**config.mk**
```make
export PLATFORM = sky130hd
export DESIGN_NAME = spi_mosi_tx_flat
export DESIGN_NICKNAME = d
export VERILOG_FILES = /design/src/rtl/oled_spi_pkg.sv /design/src/rtl/spi_mosi_tx_if.sv /design/src/rtl/spi_sclk_gen.sv /design/src/rtl/spi_mosi_tx.sv /design/src/flat_wrapper.sv
export SDC_FILE = /design/constraint.sdc
export NUM_CORES = 1
export LEC_CHECK = 0
export ABC_AREA = 1
export ABC_CLOCK_PERIOD_IN_PS = 1690
export BUFFER_PORTS_ARGS = -buffer_cell sky130_fd_sc_hd__buf_4
export CAP_MARGIN = 0
export CELL_PAD_IN_SITES_DETAIL_PLACEMENT = 1
export CELL_PAD_IN_SITES_GLOBAL_PLACEMENT = 1
export CORE_AREA = 2 2 58 60
export DETAILED_ROUTE_END_ITERATION = 7
export DIE_AREA = 0 0 60 62
export PLACE_DENSITY_LB_ADDON = 0.1
export SYNTH_ARGS = -nofsm -noshare
export SYNTH_HDL_FRONTEND = slang
export SYNTH_HIERARCHICAL = 1
export SYNTH_SLANG_ARGS = --single-unit
export TNS_END_PERCENT = 1
```
**constraint.sdc**
```tcl
create_clock -name i_SCK -period 1.69 [get_ports i_SCK]
set_input_delay 0.0845 -clock i_SCK [delete_from_list [all_inputs] [get_ports i_SCK]]
set_output_delay 0.0845 -clock i_SCK [all_outputs]
set_load 0.02 [all_outputs]
```
**src/rtl/oled_spi_pkg.sv**
```systemverilog
// Shared definitions for the SSD1331 SPI path: serializer states, pin idle levels and the
// default transfer width also used by the upstream MOSI byte buffer.
package oled_spi_pkg;

  localparam int unsigned SpiWidth = 8;
  localparam logic        SclkIdle = 1'b0;
  localparam bit          MsbFirst = 1'b1;

  typedef enum logic [1:0] {
    StIdle  = 2'd0,
    StSetup = 2'd1,
    StShift = 2'd2,
    StHold  = 2'd3
  } spi_state_e;

endpackage

```
**src/rtl/spi_mosi_tx_if.sv**
```systemverilog
// Byte/D-C/start stream from the upstream MOSI buffer plus the OLED pins driven by the serializer.
interface spi_mosi_tx_if #(
  parameter int unsigned WIDTH = oled_spi_pkg::SpiWidth
);
  logic [WIDTH-1:0] i_DATA;
  logic             i_DC;
  logic             i_START;
  logic             o_SCLK;
  logic             o_MOSI;
  logic             o_CS_N;
  logic             o_DC;
  logic             o_MOSI_FINAL_BIT;
  logic             o_BUSY;

  modport master (
    output i_DATA, i_DC, i_START,
    input  o_SCLK, o_MOSI, o_CS_N, o_DC, o_MOSI_FINAL_BIT, o_BUSY
  );

  modport slave (
    input  i_DATA, i_DC, i_START,
    output o_SCLK, o_MOSI, o_CS_N, o_DC, o_MOSI_FINAL_BIT, o_BUSY
  );
endinterface

```
**src/rtl/spi_sclk_gen.sv**
```systemverilog
// SCLK phase generator: runs 0..2*HALF_DIV-1 while enabled, parks at phase 0 with SCLK idle.
module spi_sclk_gen
  import oled_spi_pkg::*;
#(
  parameter int unsigned HALF_DIV = 2
) (
  input  logic i_SCK,
  input  logic i_RST_N,
  input  logic i_EN,
  output logic o_SCLK,
  output logic o_PHASE0,
  output logic o_LAST_PHASE
);
  localparam int unsigned       PhaseW    = (2 * HALF_DIV > 1) ? $clog2(2 * HALF_DIV) : 1;
  localparam logic [PhaseW-1:0] LastPhase = PhaseW'(2 * HALF_DIV - 1);
  localparam logic [PhaseW-1:0] HighPhase = PhaseW'(HALF_DIV);

  logic [PhaseW-1:0] phase_q, phase_d;
  logic              sclk_q, sclk_d;

  // SCLK is derived from the next phase so the pin itself is a flop.
  always_comb begin
    phase_d = '0;
    sclk_d  = SclkIdle;
    if (i_EN) begin
      phase_d = (phase_q == LastPhase) ? '0 : phase_q + PhaseW'(1);
      sclk_d  = (phase_d >= HighPhase) ? ~SclkIdle : SclkIdle;
    end
  end

  always_ff @(posedge i_SCK) begin
    if (!i_RST_N) begin
      phase_q <= '0;
      sclk_q  <= SclkIdle;
    end else begin
      phase_q <= phase_d;
      sclk_q  <= sclk_d;
    end
  end

  assign o_SCLK       = sclk_q;
  assign o_PHASE0     = i_EN && (phase_q == '0);
  assign o_LAST_PHASE = i_EN && (phase_q == LastPhase);

endmodule

```
**src/rtl/spi_mosi_tx.sv**
```systemverilog
// SSD1331 MOSI serializer: shifts bytes out MSB first in SPI mode 0, keeps CS# low across
// back-to-back bytes and frames each burst with CS# setup/hold time.
module spi_mosi_tx
  import oled_spi_pkg::*;
#(
  parameter int unsigned WIDTH    = SpiWidth,
  parameter int unsigned HALF_DIV = 2,
  parameter int unsigned CS_SETUP = 1,
  parameter int unsigned CS_HOLD  = 1
) (
  input logic          i_SCK,
  input logic          i_RST_N,
  spi_mosi_tx_if.slave bus
);
  localparam int unsigned     CntMax    = (CS_SETUP > CS_HOLD) ? CS_SETUP : CS_HOLD;
  localparam int unsigned     CntW      = $clog2(CntMax + 1);
  localparam int unsigned     IdxW      = $clog2(WIDTH);
  localparam logic [CntW-1:0] SetupLast = CntW'(CS_SETUP - 1);
  localparam logic [CntW-1:0] HoldLast  = CntW'(CS_HOLD - 1);
  localparam logic [IdxW-1:0] IdxTop    = IdxW'(WIDTH - 1);
  localparam logic [IdxW-1:0] IdxOne    = IdxW'(1);

  spi_state_e       state_q;
  logic [WIDTH-1:0] shift_q;
  logic [IdxW-1:0]  bit_idx_q;
  logic [CntW-1:0]  cnt_q;
  logic             mosi_q, cs_n_q, dc_q, final_bit_q, busy_q;
  logic             sclk, sclk_phase0, sclk_last;

  function automatic logic lead_bit(input logic [WIDTH-1:0] d);
    return MsbFirst ? d[WIDTH-1] : d[0];
  endfunction

  function automatic logic [WIDTH-1:0] advance(input logic [WIDTH-1:0] d);
    return MsbFirst ? (d << 1) : (d >> 1);
  endfunction

  spi_sclk_gen #(
    .HALF_DIV(HALF_DIV)
  ) u_sclk_gen (
    .i_SCK       (i_SCK),
    .i_RST_N     (i_RST_N),
    .i_EN        (state_q == StShift),
    .o_SCLK      (sclk),
    .o_PHASE0    (sclk_phase0),
    .o_LAST_PHASE(sclk_last)
  );

  always_ff @(posedge i_SCK) begin
    if (!i_RST_N) begin
      state_q     <= StIdle;
      shift_q     <= '0;
      bit_idx_q   <= '0;
      cnt_q       <= '0;
      mosi_q      <= 1'b0;
      cs_n_q      <= 1'b1;
      dc_q        <= 1'b0;
      final_bit_q <= 1'b0;
      busy_q      <= 1'b0;
    end else begin
      final_bit_q <= 1'b0;
      unique case (state_q)
        StIdle: begin
          if (bus.i_START) begin
            shift_q <= bus.i_DATA;
            dc_q    <= bus.i_DC;
            mosi_q  <= lead_bit(bus.i_DATA);
            cs_n_q  <= 1'b0;
            busy_q  <= 1'b1;
            cnt_q   <= '0;
            state_q <= StSetup;
          end
        end
        StSetup: begin
          if (cnt_q == SetupLast) begin
            cnt_q     <= '0;
            bit_idx_q <= IdxTop;
            state_q   <= StShift;
          end else begin
            cnt_q <= cnt_q + CntW'(1);
          end
        end
        StShift: begin
          if (sclk_last) begin
            if (bit_idx_q != '0) begin
              bit_idx_q   <= bit_idx_q - IdxW'(1);
              shift_q     <= advance(shift_q);
              mosi_q      <= lead_bit(advance(shift_q));
              final_bit_q <= (bit_idx_q == IdxOne);
            end else if (bus.i_START) begin
              // Chain the next byte with no SCLK gap; CS# stays low.
              shift_q   <= bus.i_DATA;
              dc_q      <= bus.i_DC;
              mosi_q    <= lead_bit(bus.i_DATA);
              bit_idx_q <= IdxTop;
            end else begin
              cnt_q   <= '0;
              state_q <= StHold;
            end
          end
        end
        StHold: begin
          if (cnt_q == HoldLast) begin
            cnt_q   <= '0;
            cs_n_q  <= 1'b1;
            mosi_q  <= 1'b0;
            busy_q  <= 1'b0;
            state_q <= StIdle;
          end else begin
            cnt_q <= cnt_q + CntW'(1);
          end
        end
        default: state_q <= StIdle;
      endcase
    end
  end

  // The final-bit pulse is registered one edge early; it must land on the first phase of bit 0.
  always_comb begin
    if (i_RST_N && final_bit_q) begin
      assert (sclk_phase0);
    end
  end

  assign bus.o_SCLK           = sclk;
  assign bus.o_MOSI           = mosi_q;
  assign bus.o_CS_N           = cs_n_q;
  assign bus.o_DC             = dc_q;
  assign bus.o_MOSI_FINAL_BIT = final_bit_q;
  assign bus.o_BUSY           = busy_q;

endmodule

```
**src/flat_wrapper.sv**
```systemverilog
// flat-port wrapper written by rule: the top's interface ports become plain ports
module spi_mosi_tx_flat import oled_spi_pkg::*;
#(
  parameter int unsigned WIDTH    = SpiWidth,
  parameter int unsigned HALF_DIV = 2,
  parameter int unsigned CS_SETUP = 1,
  parameter int unsigned CS_HOLD  = 1
)
  (i_SCK, i_RST_N, bus_i_DATA, bus_i_DC, bus_i_START, bus_o_SCLK, bus_o_MOSI, bus_o_CS_N, bus_o_DC, bus_o_MOSI_FINAL_BIT, bus_o_BUSY);
  spi_mosi_tx_if #(.WIDTH(WIDTH)) bus_i ();
  input logic i_SCK;
  input logic i_RST_N;
  input wire logic [$bits(bus_i.i_DATA)-1:0] bus_i_DATA;
  input wire logic [$bits(bus_i.i_DC)-1:0] bus_i_DC;
  input wire logic [$bits(bus_i.i_START)-1:0] bus_i_START;
  output wire logic [$bits(bus_i.o_SCLK)-1:0] bus_o_SCLK;
  output wire logic [$bits(bus_i.o_MOSI)-1:0] bus_o_MOSI;
  output wire logic [$bits(bus_i.o_CS_N)-1:0] bus_o_CS_N;
  output wire logic [$bits(bus_i.o_DC)-1:0] bus_o_DC;
  output wire logic [$bits(bus_i.o_MOSI_FINAL_BIT)-1:0] bus_o_MOSI_FINAL_BIT;
  output wire logic [$bits(bus_i.o_BUSY)-1:0] bus_o_BUSY;
  assign bus_i.i_DATA = bus_i_DATA;
  assign bus_i.i_DC = bus_i_DC;
  assign bus_i.i_START = bus_i_START;
  assign bus_o_SCLK = bus_i.o_SCLK;
  assign bus_o_MOSI = bus_i.o_MOSI;
  assign bus_o_CS_N = bus_i.o_CS_N;
  assign bus_o_DC = bus_i.o_DC;
  assign bus_o_MOSI_FINAL_BIT = bus_i.o_MOSI_FINAL_BIT;
  assign bus_o_BUSY = bus_i.o_BUSY;
  spi_mosi_tx #(.WIDTH(WIDTH), .HALF_DIV(HALF_DIV), .CS_SETUP(CS_SETUP), .CS_HOLD(CS_HOLD)) u_core (.i_SCK(i_SCK), .i_RST_N(i_RST_N), .bus(bus_i));
endmodule
```
Yosys cells after proc, flatten, opt, wreduce, memory -nomap -nowiden. Index checks and enable logic that the tools add are counted. Widths: inputs -> output; s select.

Add/sub/neg operators: 3. $lt $le $gt $ge: 1. Equal/unequal tests: 12. Mux-type cells: 37. Reduce and logical (&&, ||, !) cells: 17.

Operator list (count): $mux 8 (3); $pmux 8 s2 (1); $mux 1 (15); $mux 2 (7); $mux 3 (4); $reduce_and 4->1 (3); $ne 2x2->1 const B (5); $reduce_and 3->1 (3); $pmux 2 s4 (1); $eq 2x2->1 const B (3); $pmux 1 s2 (3); $pmux 1 s3 (2); $pmux 3 s2 (1); $reduce_and 6->1 (1); $reduce_bool 2->1 (3); $reduce_bool 3->1 (2); $reduce_and 2->1 (2); $eq 3x1->1 const B (1); $ne 3x2->1 const B (1); $sub 3x1->3 const B (1); $add 2x1->2 const B (1); $eq 2x1->1 const B (1); $ge 2x2->1 const B (1); $logic_not 2->1 (1); 4 further kinds (4).

Register bits: 22. Input bits: 12. Output and inout bits: 6. Word-level logic and storage cells: 81.

Longest topological paths before layout. Gate-level depths: netlist of the first run.

Word-level depth: 4. Gate-level depth with buffers: 11. Gate-level depth less buffers: 11.

Modules after synthesis. Netlist of the first run, hierarchy kept.

Modules (own cells, without submodules): spi_mosi_tx (times used 1, cells an instance 159, area each 1052.3 um2, sequential area each 340.3 um2); spi_sclk_gen (times used 1, cells an instance 16, area each 110.1 um2, sequential area each 40.0 um2).

Worst setup path before layout of the first run. No wires, ideal clock.

Path type: register to register. From: register u_core.state_q[0]. To: register u_core.dc_q (netlist: u_core/bus.o_DC). Setup time: 0.115 ns. Arrival time: 1.343 ns. Required time: 1.575 ns. Setup slack: 0.232 ns. Stages on the path, launching flop included: 12. Buffers on the path: 0. Clock period less this slack: 1.458 ns. Cell sequence: dfxtp_1 > inv_1 > ha_1 > nand2_1 > inv_1 > inv_1 > nand2_1 > nand2_2 > nor2_2 > nand3b_1 > nand2_1 > nor2_1.

Word-level cells in the longest chain between the ends: 4. Elaborated cells on any way between the ends: 8. Those cells by class: eq/ne (3); mux (1); reduce/logical (4).

Ends and longest elaborated chain: start, declared (line spi_mosi_tx.sv:23) `spi_state_e state_q;`; start signal, assigned (line spi_mosi_tx.sv:51) `state_q <= StIdle;`; start signal, assigned (line spi_mosi_tx.sv:71) `state_q <= StSetup;`; start signal, assigned (line spi_mosi_tx.sv:78) `state_q <= StShift;`; $eq 2x2->1 (line spi_mosi_tx.sv:43) `.i_EN (state_q == StShift),`; $logic_and 1x1->1 (line spi_sclk_gen.sv:43) `assign o_LAST_PHASE = i_EN && (phase_q == LastPhase);`; net u_core.sclk_last (line spi_mosi_tx.sv:28) `logic sclk, sclk_phase0, sclk_last;`; $ne 2x1->1 (no line); $reduce_and 3->1 (no line); end signal, assigned (line spi_mosi_tx.sv:66) `dc_q <= bus.i_DC;`; end signal, assigned (line spi_mosi_tx.sv:93) `dc_q <= bus.i_DC;`; end, declared (line spi_mosi_tx.sv:27) `logic mosi_q, cs_n_q, dc_q, final_bit_q, busy_q;`.

The timed path passes the listed nets, and every way through them passes these cells. A chain may end at the register's enable or synchronous reset.

Worst setup path after layout of the first run.
From: register u_core.state_q[1]. To: register u_core.shift_q[2].

Word-level cells in the longest chain between the ends: 4. Elaborated cells on any way between the ends: 7. Those cells by class: eq/ne (2); mux (1); reduce/logical (4).

Ends and longest elaborated chain: $eq 2x2->1 (line spi_mosi_tx.sv:43, spi_mosi_tx.sv:62); $logic_and 1x1->1 (line spi_sclk_gen.sv:43); $ne 2x1->1 (no line); $reduce_and 2->1 (no line); end signal, assigned (line spi_mosi_tx.sv:65) `shift_q <= bus.i_DATA;`; end signal, assigned (line spi_mosi_tx.sv:87) `shift_q <= advance(shift_q);`; end signal, assigned (line spi_mosi_tx.sv:92) `shift_q <= bus.i_DATA;`; end, declared (line spi_mosi_tx.sv:24) `logic [WIDTH-1:0] shift_q;`.

Several ways; a longest one is shown, not always the timed one.

==> reports/metrics.cfg, run 1 <==
[status]
status=complete, no violations

[timing]
clock.fmax_mhz=644
setup_violations=0
clock_skew_ps=1.79
max-slew-margin-rel_pct=73.7
layout_setup_ws_ps=137
tns_ps=0
worst_pin_slew_ps=394
final.min_clock_period_ps=1550
drv_slew=0
post-route-period-util_pct=91.9
final-hold-violation-count=0

[clock_tree]
numCtsBuffers=3
cts_buffer_depth=2
htree_levels=1
postCtsSetupRepairBufs=0
cts_tree=done
cts_root_buf=clkbuf_4
clk_pin_slew_ps=110
clkSinkCount=19
clk-insertion-delay-late_ps=300

[detailed_routing]
drc=0
vias=1126
drtIter0Drc=32
drt_first_pass_iters=4
vias_per_cell=4.71
avgRoutedWirePerCell_um=12.4
wl_um=2960
postRouteAntennaNets=0

[global_route]
grt_max_degree=13
globalRoute.totalOverflow=0
grt_pass1_vias=1093
grt_usage_pct=17.5
grt_pass1_wl_um=4860
grt_antenna_before_repair=0

[place]
gp_congestion=0.734
pre_cts_ws_ps=28.2
dp_cells=235
io_buffer_count=17
hpwl_um=2360

[cells_and_area]
n_antenna_cell=0
finalNetCount=215
fillers=429
drive_above_1_share_pct=18.1
layout.cells.non_filler=239
areaGrowthSynthToFinish_pct=18.4

[floorplan]
die_area_um2=3720
core_region_area_um2=3180
die_h_um=62
die_w_um=60
start_util_pct=36.3
num_rows=21
ios=18

[setup_path]
cp_max_fo=7
cp-start-kind=register
r2r.worst_path.cells=7
reg2reg_to=u_core/shift_q[2]
critPathKind=reg2reg
reg2reg_slack_ps=140
r2r-start=u_core/state_q[1]
end_kind=register
cp.required_ps=1900
arrival_ps=1760

[hold_path]
hp-start=i_RST_N
hold_end=u_core/bus.o_CS_N
min_path_cells=2
hp-class=in2reg

[power_and_ir_drop]
power_density_nw_per_um2=1680
leakage_uw=0.000696
peakVddDrop_mv=0.607

[flow_run]
cap_viol_max_count=0

[synthesis]
synthCells=173
synth_area_um2=1150
avgSynthCellArea_um2=6.68
yosys_warnings=6
synth_nets=194

-- where the power goes --
part | switching (uW) | internal, uW | total, uW
logic | 860 | 481 | 1340
clock network | 151 | 88.2 | 239
registers | 104 | 615 | 719
total | 1110 | 1180 | 2300
-- worst max-delay path: stages (launching register included) --
cell	delay, ps
dfxtp_1	360
inv_1	120
ha_1	210
inv_1	80
o21ai_2	330
o21ai_0	150
nor2_1	150
nor2_1	60
-- how the worst max path moves through the flow --
| stage | start | endpoint | slack (ps) | depth (start not counted) |
|---|---|---|---|---|
| finish | u_core/state_q[1] | u_core/shift_q[2] | 140 | 7 |
| CTS | u_core/state_q[0] | u_core/shift_q[0] | 20 | 9 |
| detailed placement | u_core/state_q[0] | u_core/shift_q[0] | 30 | 9 |
| floorplan | u_core/state_q[0] | u_core/bus.o_DC | 250 | 11 |
| global placement | u_core/state_q[0] | u_core/shift_q[0] | 140 | 9 |
| global route | u_core/state_q[0] | u_core/shift_q[0] | -7 | 10 |
-- registers in the layout, summed over array words and instances, names as in the netlist --
signal / cells
u_core/state_q: 2
u_core/bus.o_DC: 1
u_core/bus.o_MOSI: 1
u_core/bus.o_CS_N: 1
u_core/bus.o_BUSY: 1
u_core/bit_idx_q: 3
u_core/bus.o_MOSI_FINAL_BIT: 1
u_core/shift_q: 7
u_core/u_sclk_gen/phase_q: 2
-- area by class of cell --
cell class	instances	area, um2	share of cell area (%)
Multi-Input combinational cell	123	654	47.9
Tap cell	46	57.6	4.21
Timing Repair Buffer	19	143	10.4
Inverter	28	105	7.69
Sequential cell	19	380	27.8
Clock buffer	3	22.5	1.65
Clock inverter	1	5.00	0.366
-- cells in the final DEF (no fill, tap or decap), drive strengths merged, types with 2 or more instances in the layout --
cell type  count
a21oi          9
buf           19
clkbuf         3
dfxtp         19
ha             9
inv           28
nand2         45
nand3         17
nand3b         2
nor2          30
o21ai          9
-- through the flow --
stage          util, %  instance area, um2  hold slack [ps]  total power, uW
5_1_grt           43.0                1370             47.4             2550
6_report          43.0                1370             46.4             2300
2_1_floorplan        -                1150              229             1690
4_1_cts           42.6                1360             39.6             2310
3_3_place_gp      41.8                1330              357             2010
3_5_place_dp      41.8                1330              364             2060
-- timing repair --
item | CTS | global route
hold buffers | 0 | 0
resized for setup | 0 | 4
setup endpoints to repair | 0 | 10
-- per-layer routing --
layer  vias up  part of all wire [%]  routed length (um)  track usage (%)
met1       530                    44                1310             20.0
li1        575                     -                   -                -
met3         6                   2.3                  68             2.07
met4         0                   1.8                  54             6.98
met5         -                     0                   0                0
met2        15                    52                1530             33.2
Power figures use the tool's default switching activity.
==> inputs of run 2 (changes only) <==
Settings changed: MAX_ROUTING_LAYER from default to met4.
==> reports/metrics.cfg, run 2 (synthesized netlist as in run 1, its figures left out) <==
[status]
status=complete, no violations

[clock_tree]
clk-insertion-delay-late_ps=300  ; about the same
clk_pin_slew_ps=110  ; about the same
numCtsBuffers=3  ; unchanged
cts_tree=done
htree_levels=1  ; unchanged
hold_buffers=0  ; unchanged
cts_buffer_depth=2  ; unchanged
clkSinkCount=19  ; unchanged
cts_root_buf=clkbuf_4
postCtsSetupRepairBufs=0  ; unchanged

[cells_and_area]
areaGrowthSynthToFinish_pct=18.4  ; unchanged
multi_input_area_um2=654  ; unchanged
drive_above_1_share_pct=18.1  ; unchanged
n_antenna_cell=0  ; unchanged
finalNetCount=215  ; unchanged
final_util_pct=43.0  ; unchanged
fillers=429  ; unchanged
layout_common_cells=nand2_1, nor2_1, inv_1
largest_reg_flops=7  ; unchanged
top_regs=u_core/shift_q (7), u_core/bit_idx_q (3)
top_register=u_core/shift_q
final_common_cell=nand2_1
seq_area_um2=380  ; unchanged

[floorplan]
die_area_um2=3720  ; unchanged
start_util_pct=36.3  ; unchanged
die_h_um=62  ; unchanged
core_region_area_um2=3180  ; unchanged
ios=18  ; unchanged
num_rows=21  ; unchanged
die_w_um=60  ; unchanged

[timing]
tns_ps=0  ; unchanged
final.min_clock_period_ps=1560  ; +7.79 ps
post-route-period-util_pct=92.4  ; +0.46 points
setup_violations=0  ; unchanged
clock_skew_ps=1.85  ; +0.0628 ps
clock.fmax_mhz=641  ; -0.50%
worst_pin_slew_ps=402  ; +8.66 ps
max-slew-margin-rel_pct=73.2  ; -0.58 points
final-hold-violation-count=0  ; unchanged
drv_slew=0  ; unchanged

[global_route]
grt_pass1_wl_um=4870  ; +0.29%
grt_max_degree=13  ; unchanged
grt_pass1_vias=1091  ; -0.18%
grt_antenna_before_repair=0  ; unchanged
grt_usage_pct=18.1  ; +0.59 points
globalRoute.totalOverflow=0  ; unchanged

[place]
io_buffer_count=17  ; unchanged
hpwl_um=2360  ; unchanged
gp_congestion=0.743  ; +1.2%

[flow_run]
cap_viol_max_count=0  ; unchanged

[setup_path]
cp.required_ps=1900  ; about the same
arrival_ps=1770  ; about the same
worstPathCellList=inv_1 > ha_1 > inv_1 > o21ai_2 > o21ai_0 > nor2_1 > nor2_1
cp_slowest_cell=dfxtp_1
critPathKind=reg2reg
cp-start-kind=register
cp_max_fo=7  ; unchanged
slowest_delay_ps=370  ; about the same
end_kind=register
cp_top_family=compound AO/OA/AOI/OAI gates
path_buf_inv=2  ; unchanged

[power_and_ir_drop]
power_density_nw_per_um2=1680  ; about the same
leakage_uw=0.000696  ; unchanged
peakVddDrop_mv=0.610  ; +0.54%

[detailed_routing]
wl_um=2980  ; +0.64%
drt_first_pass_iters=4  ; unchanged
postRouteAntennaNets=0  ; unchanged
vias_per_cell=4.74  ; +0.62%
drtIter0Drc=32  ; unchanged
avgRoutedWirePerCell_um=12.5  ; +0.64%
drc=0  ; unchanged
vias=1133  ; +0.62%

[hold_path]
hp-class=in2reg

[run 2: cell counts in the layout (fill, tap and decap cells not counted)]
No cell type changed its count.
[run 2: final cells by class]
| cell class | count | area share (%) |
|---|---|---|
| tap | 46 | 4.21 |
| timing repair buffer | 19 | 10.4 |
| clock inverter | 1 | 0.366 |
| clock buffer | 3 | 1.65 |
| inverter | 28 | 7.69 |
| multi-input combinational | 123 | 47.9 |
| sequential | 19 | 27.8 |
[run 2: through the flow]
| stage | instance area (um2) | worst slack [ps] | instances | total power [uW] | hold slack (ps) |
|---|---|---|---|---|---|
| floorplan | 1150 | 252 | 173 | 1690 | 229 |
| global placement | 1330 | 142 | 235 | 2010 | 357 |
| detailed placement | 1330 | 28.2 | 235 | 2060 | 364 |
| CTS | 1360 | 19.7 | 239 | 2310 | 39.6 |
| global route | 1370 | -11.3 | 239 | 2550 | 43.6 |
| finish | 1370 | 129 | 239 | 2300 | 47.9 |
[run 2: worst register-to-register path, delay by kind of cell, from the launching register on]
| kind | cells | cell delay, ps |
|---|---|---|
| fa+ha+maj | 1 | 210 |
| simple gates | 2 | 210 |
| compound gates | 2 | 500 |
| buf+inv | 2 | 200 |
| flops | 1 | 370 |
[run 2: path summary, 6_finish.rpt]
check | startpoint | end | slack (ps) | cells after the start
min reg2reg | u_core/bus.o_BUSY | u_core/bus.o_BUSY | 480 | 2
max | u_core/state_q[1] | u_core/shift_q[2] | 130 | 7
min | i_RST_N | u_core/bus.o_CS_N | 50 | 2
max reg2reg | u_core/state_q[1] | u_core/shift_q[2] | 130 | 7
[run 2: timing repair]
| item | 4_1_cts | 5_1_grt |
|---|---|---|
| endpoints found under the setup margin | 0 | 10 |
| endpoints found under the hold margin | 0 | 0 |
| gates resized for setup | 0 | 4 |
[run 2: per-layer routing]
layer	GRT usage, %	part of all wire, %	wire length, um
met2	33.1	52	1540
met1	20.2	44	1320
met3	2.07	2.3	68
met5	-	0	0
met4	6.98	1.8	54
[run 2: power breakdown]
group / internal, uW / switching, uW
Combinational: 481 / 861
Sequential: 615 / 104
Clock: 88.2 / 151
Total: 1180 / 1120
==> inputs of run 3 (changes only) <==
Settings changed: ABC_AREA 1 to default, CORE_AREA 2 2 58 60 to 2 2 55 57, DIE_AREA 0 0 60 62 to 0 0 57 59, SKIP_LAST_GASP from default to 1.
==> reports/metrics.cfg, run 3 <==
[detailed_routing]
avgRoutedWirePerCell_um=14.3  ; +14%
wl_um=2480  ; -17%
drc=0  ; unchanged
drt_first_pass_iters=4  ; unchanged
postRouteAntennaNets=0  ; unchanged
met3RoutedLength_um=71  ; +4.4%
wl_met1_um=1170  ; -11%
drtIter0Drc=35  ; +9.4%
vias=944  ; -17%
top_layer=met4
wl_met2_um=1220  ; -21%
vias_per_cell=5.43  ; +14%

[setup_path]
cp_max_fo=4  ; -3
cp_slowest_cell=dfxtp_2
end_kind=register
r2r-start=u_core/state_q[0]
cp-start-kind=register
arrival_ps=1790  ; +20 ps
cp.required_ps=1880  ; -20 ps
worstPathCellList=inv_1 > ha_4 > and2_2 > and4bb_1 > o21a_1 > mux2i_1 > and2_1
critPathKind=reg2reg
slowest_delay_ps=370  ; about the same
reg2reg_to=u_core/state_q[1]
r2r.worst_path.cells=7  ; unchanged
cp_top_family=simple AND/OR/NAND/NOR gates
reg2reg_slack_ps=100  ; -30 ps
path_buf_inv=1  ; -1

[status]
status=complete, no violations

[power_and_ir_drop]
leakage_uw=0.000585  ; -16%
peakVddDrop_mv=0.785  ; +29%
power_density_nw_per_um2=1680  ; -0.37%
p_total_uw=2210  ; -3.8%

[timing]
final-hold-violation-count=0  ; unchanged
layout_setup_ws_ps=95.4  ; -33.8 ps
setup_violations=0  ; unchanged
post-route-period-util_pct=94.4  ; +2.0 points
drv_slew=0  ; unchanged
max-slew-margin-rel_pct=81.6  ; +8.4 points
clock_skew_ps=3.10  ; +1.25 ps
grt_setup_unrepaired=yes
clock.fmax_mhz=627  ; -2.1%
worst_pin_slew_ps=276  ; -127 ps
final.min_clock_period_ps=1590  ; +33.8 ps

[global_route]
grt_antenna_before_repair=0  ; unchanged
grt_pass1_wl_um=4380  ; -10%
grt_usage_pct=17.0  ; -1.1 points
globalRoute.totalOverflow=0  ; unchanged
grt_max_degree=24  ; +11
grt_pass1_vias=968  ; -11%

[clock_tree]
cts_buffer_depth=2  ; unchanged
numCtsBuffers=3  ; unchanged
htree_levels=1  ; unchanged
cts_tree=done
cts_root_buf=clkbuf_4
clk-insertion-delay-late_ps=290  ; about the same
clkSinkCount=19  ; unchanged
clk_pin_slew_ps=110  ; about the same

[place]
pre_cts_ws_ps=23.5  ; -4.68 ps
io_buffer_count=17  ; unchanged
hpwl_um=1920  ; -19%
dp_cells=170  ; -28%
gp_congestion=0.764  ; +2.8%

[cells_and_area]
layout_common_cells=buf_4, dfxtp_1, nand2_1
areaGrowthSynthToFinish_pct=22.0
final_common_cell=buf_4
top_regs=u_core/shift_q (7), u_core/bit_idx_q (3)
layout.cells.non_filler=174  ; -27%
finalNetCount=165  ; -23%
largest_reg_flops=7  ; unchanged
drive_above_1_share_pct=26.6  ; +8.4 points
n_antenna_cell=0  ; unchanged
top_register=u_core/shift_q

[flow_run]
cap_viol_max_count=0  ; unchanged

[synthesis]
synth_nets=143  ; -26%
avgSynthCellArea_um2=8.87  ; +33%
synthCells=122  ; -29%
synth_area_um2=1080  ; -6.3%
yosys_warnings=6  ; unchanged

[floorplan]
die_h_um=59  ; -4.8%
num_rows=19  ; -9.5%
die_w_um=57  ; -5.0%
ios=18  ; unchanged
core_region_area_um2=2710  ; -15%
die_area_um2=3360  ; -9.6%
start_util_pct=39.9  ; +3.6 points

[hold_path]
min_path_cells=2  ; unchanged
hp-start=bus_i_DC
hp-class=in2reg
hold_end=u_core/bus.o_DC

## run 3: changes by cell type in the layout (fill, tap and decap cells not counted), sizes merged, moves of 3 or more
cell | before | now
o22ai | 0 | 3
nand4 | 0 | 4
o21a | 0 | 4
mux2i | 0 | 3
nor2 | 30 | 7
nand2 | 45 | 12
nand3 | 17 | 8
o21ai | 9 | 5
nand2b | 0 | 4
inv | 28 | 9
nand4b | 0 | 3
## run 3: worst reg2reg max path: cells and delay by family, from the launching register on
kind / cells / cell delay [ps]
muxes: 1 / 120
adders and majority gates: 1 / 180
and+or+nand+nor: 3 / 550
AOI/OAI and AO/OA: 1 / 190
buffers and inverters: 1 / 90
DFF: 1 / 370
## run 3: layout make-up
| cell class | instances | area, um2 |
|---|---|---|
| Timing Repair Buffer | 21 | 158 |
| Sequential cell | 19 | 383 |
| Multi-Input combinational cell | 90 | 681 |
| Clock buffer | 4 | 26.3 |
| Fill cell | 338 | 1390 |
| Tap cell | 31 | 38.8 |
| Inverter | 9 | 33.8 |
## run 3: stage by stage
step	area, um2	utilization, %	setup TNS, ps	hold slack [ps]
final	1320	48.7	0	24.2
after global placement	1250	46.3	0	326
after detailed placement	1250	46.3	0	328
after floorplan	1080	-	0	236
after global routing	1320	48.7	-1.57	9.47
after CTS	1290	47.6	-43.3	17.7
## run 3: layer usage
layer / vias to the layer above / GRT usage [%]
met5: - / -
met4: 0 / 4.98
met3: 2 / 1.97
met2: 11 / 28.4
met1: 457 / 21.9
li1: 474 / -
## run 3: power by group
part | switching, uW | total [uW] | internal [uW] | leakage, uW
registers | 114 | 728 | 613 | 0.000157
clock network | 136 | 228 | 91.6 | 0.0000150
logic | 687 | 1260 | 570 | 0.000413
## run 3: what timing repair did
item | CTS | global route
hold buffers | 0 | 0
cloned | 0 | 0
setup buffers | 0 | 0
gates resized for setup | 1 | 7
setup endpoints to repair | 3 | 14
pin swaps | 0 | 2
hold endpoints to repair | 0 | 0
## run 3: worst max-delay path by stage
| stage | start | endpoint | slack, ps | depth (start not counted) |
|---|---|---|---|---|
| after detailed placement | u_core/state_q[0] | u_core/bus.o_DC | 20 | 7 |
| final | u_core/state_q[0] | u_core/state_q[1] | 100 | 7 |
| after CTS | u_core/state_q[0] | u_core/shift_q[1] | -10 | 7 |
| after floorplan | u_core/state_q[0] | u_core/state_q[1] | 140 | 7 |
| after global routing | u_core/bit_idx_q[0] | u_core/shift_q[0] | -1 | 6 |
| after global placement | u_core/state_q[0] | u_core/state_q[1] | 90 | 7 |
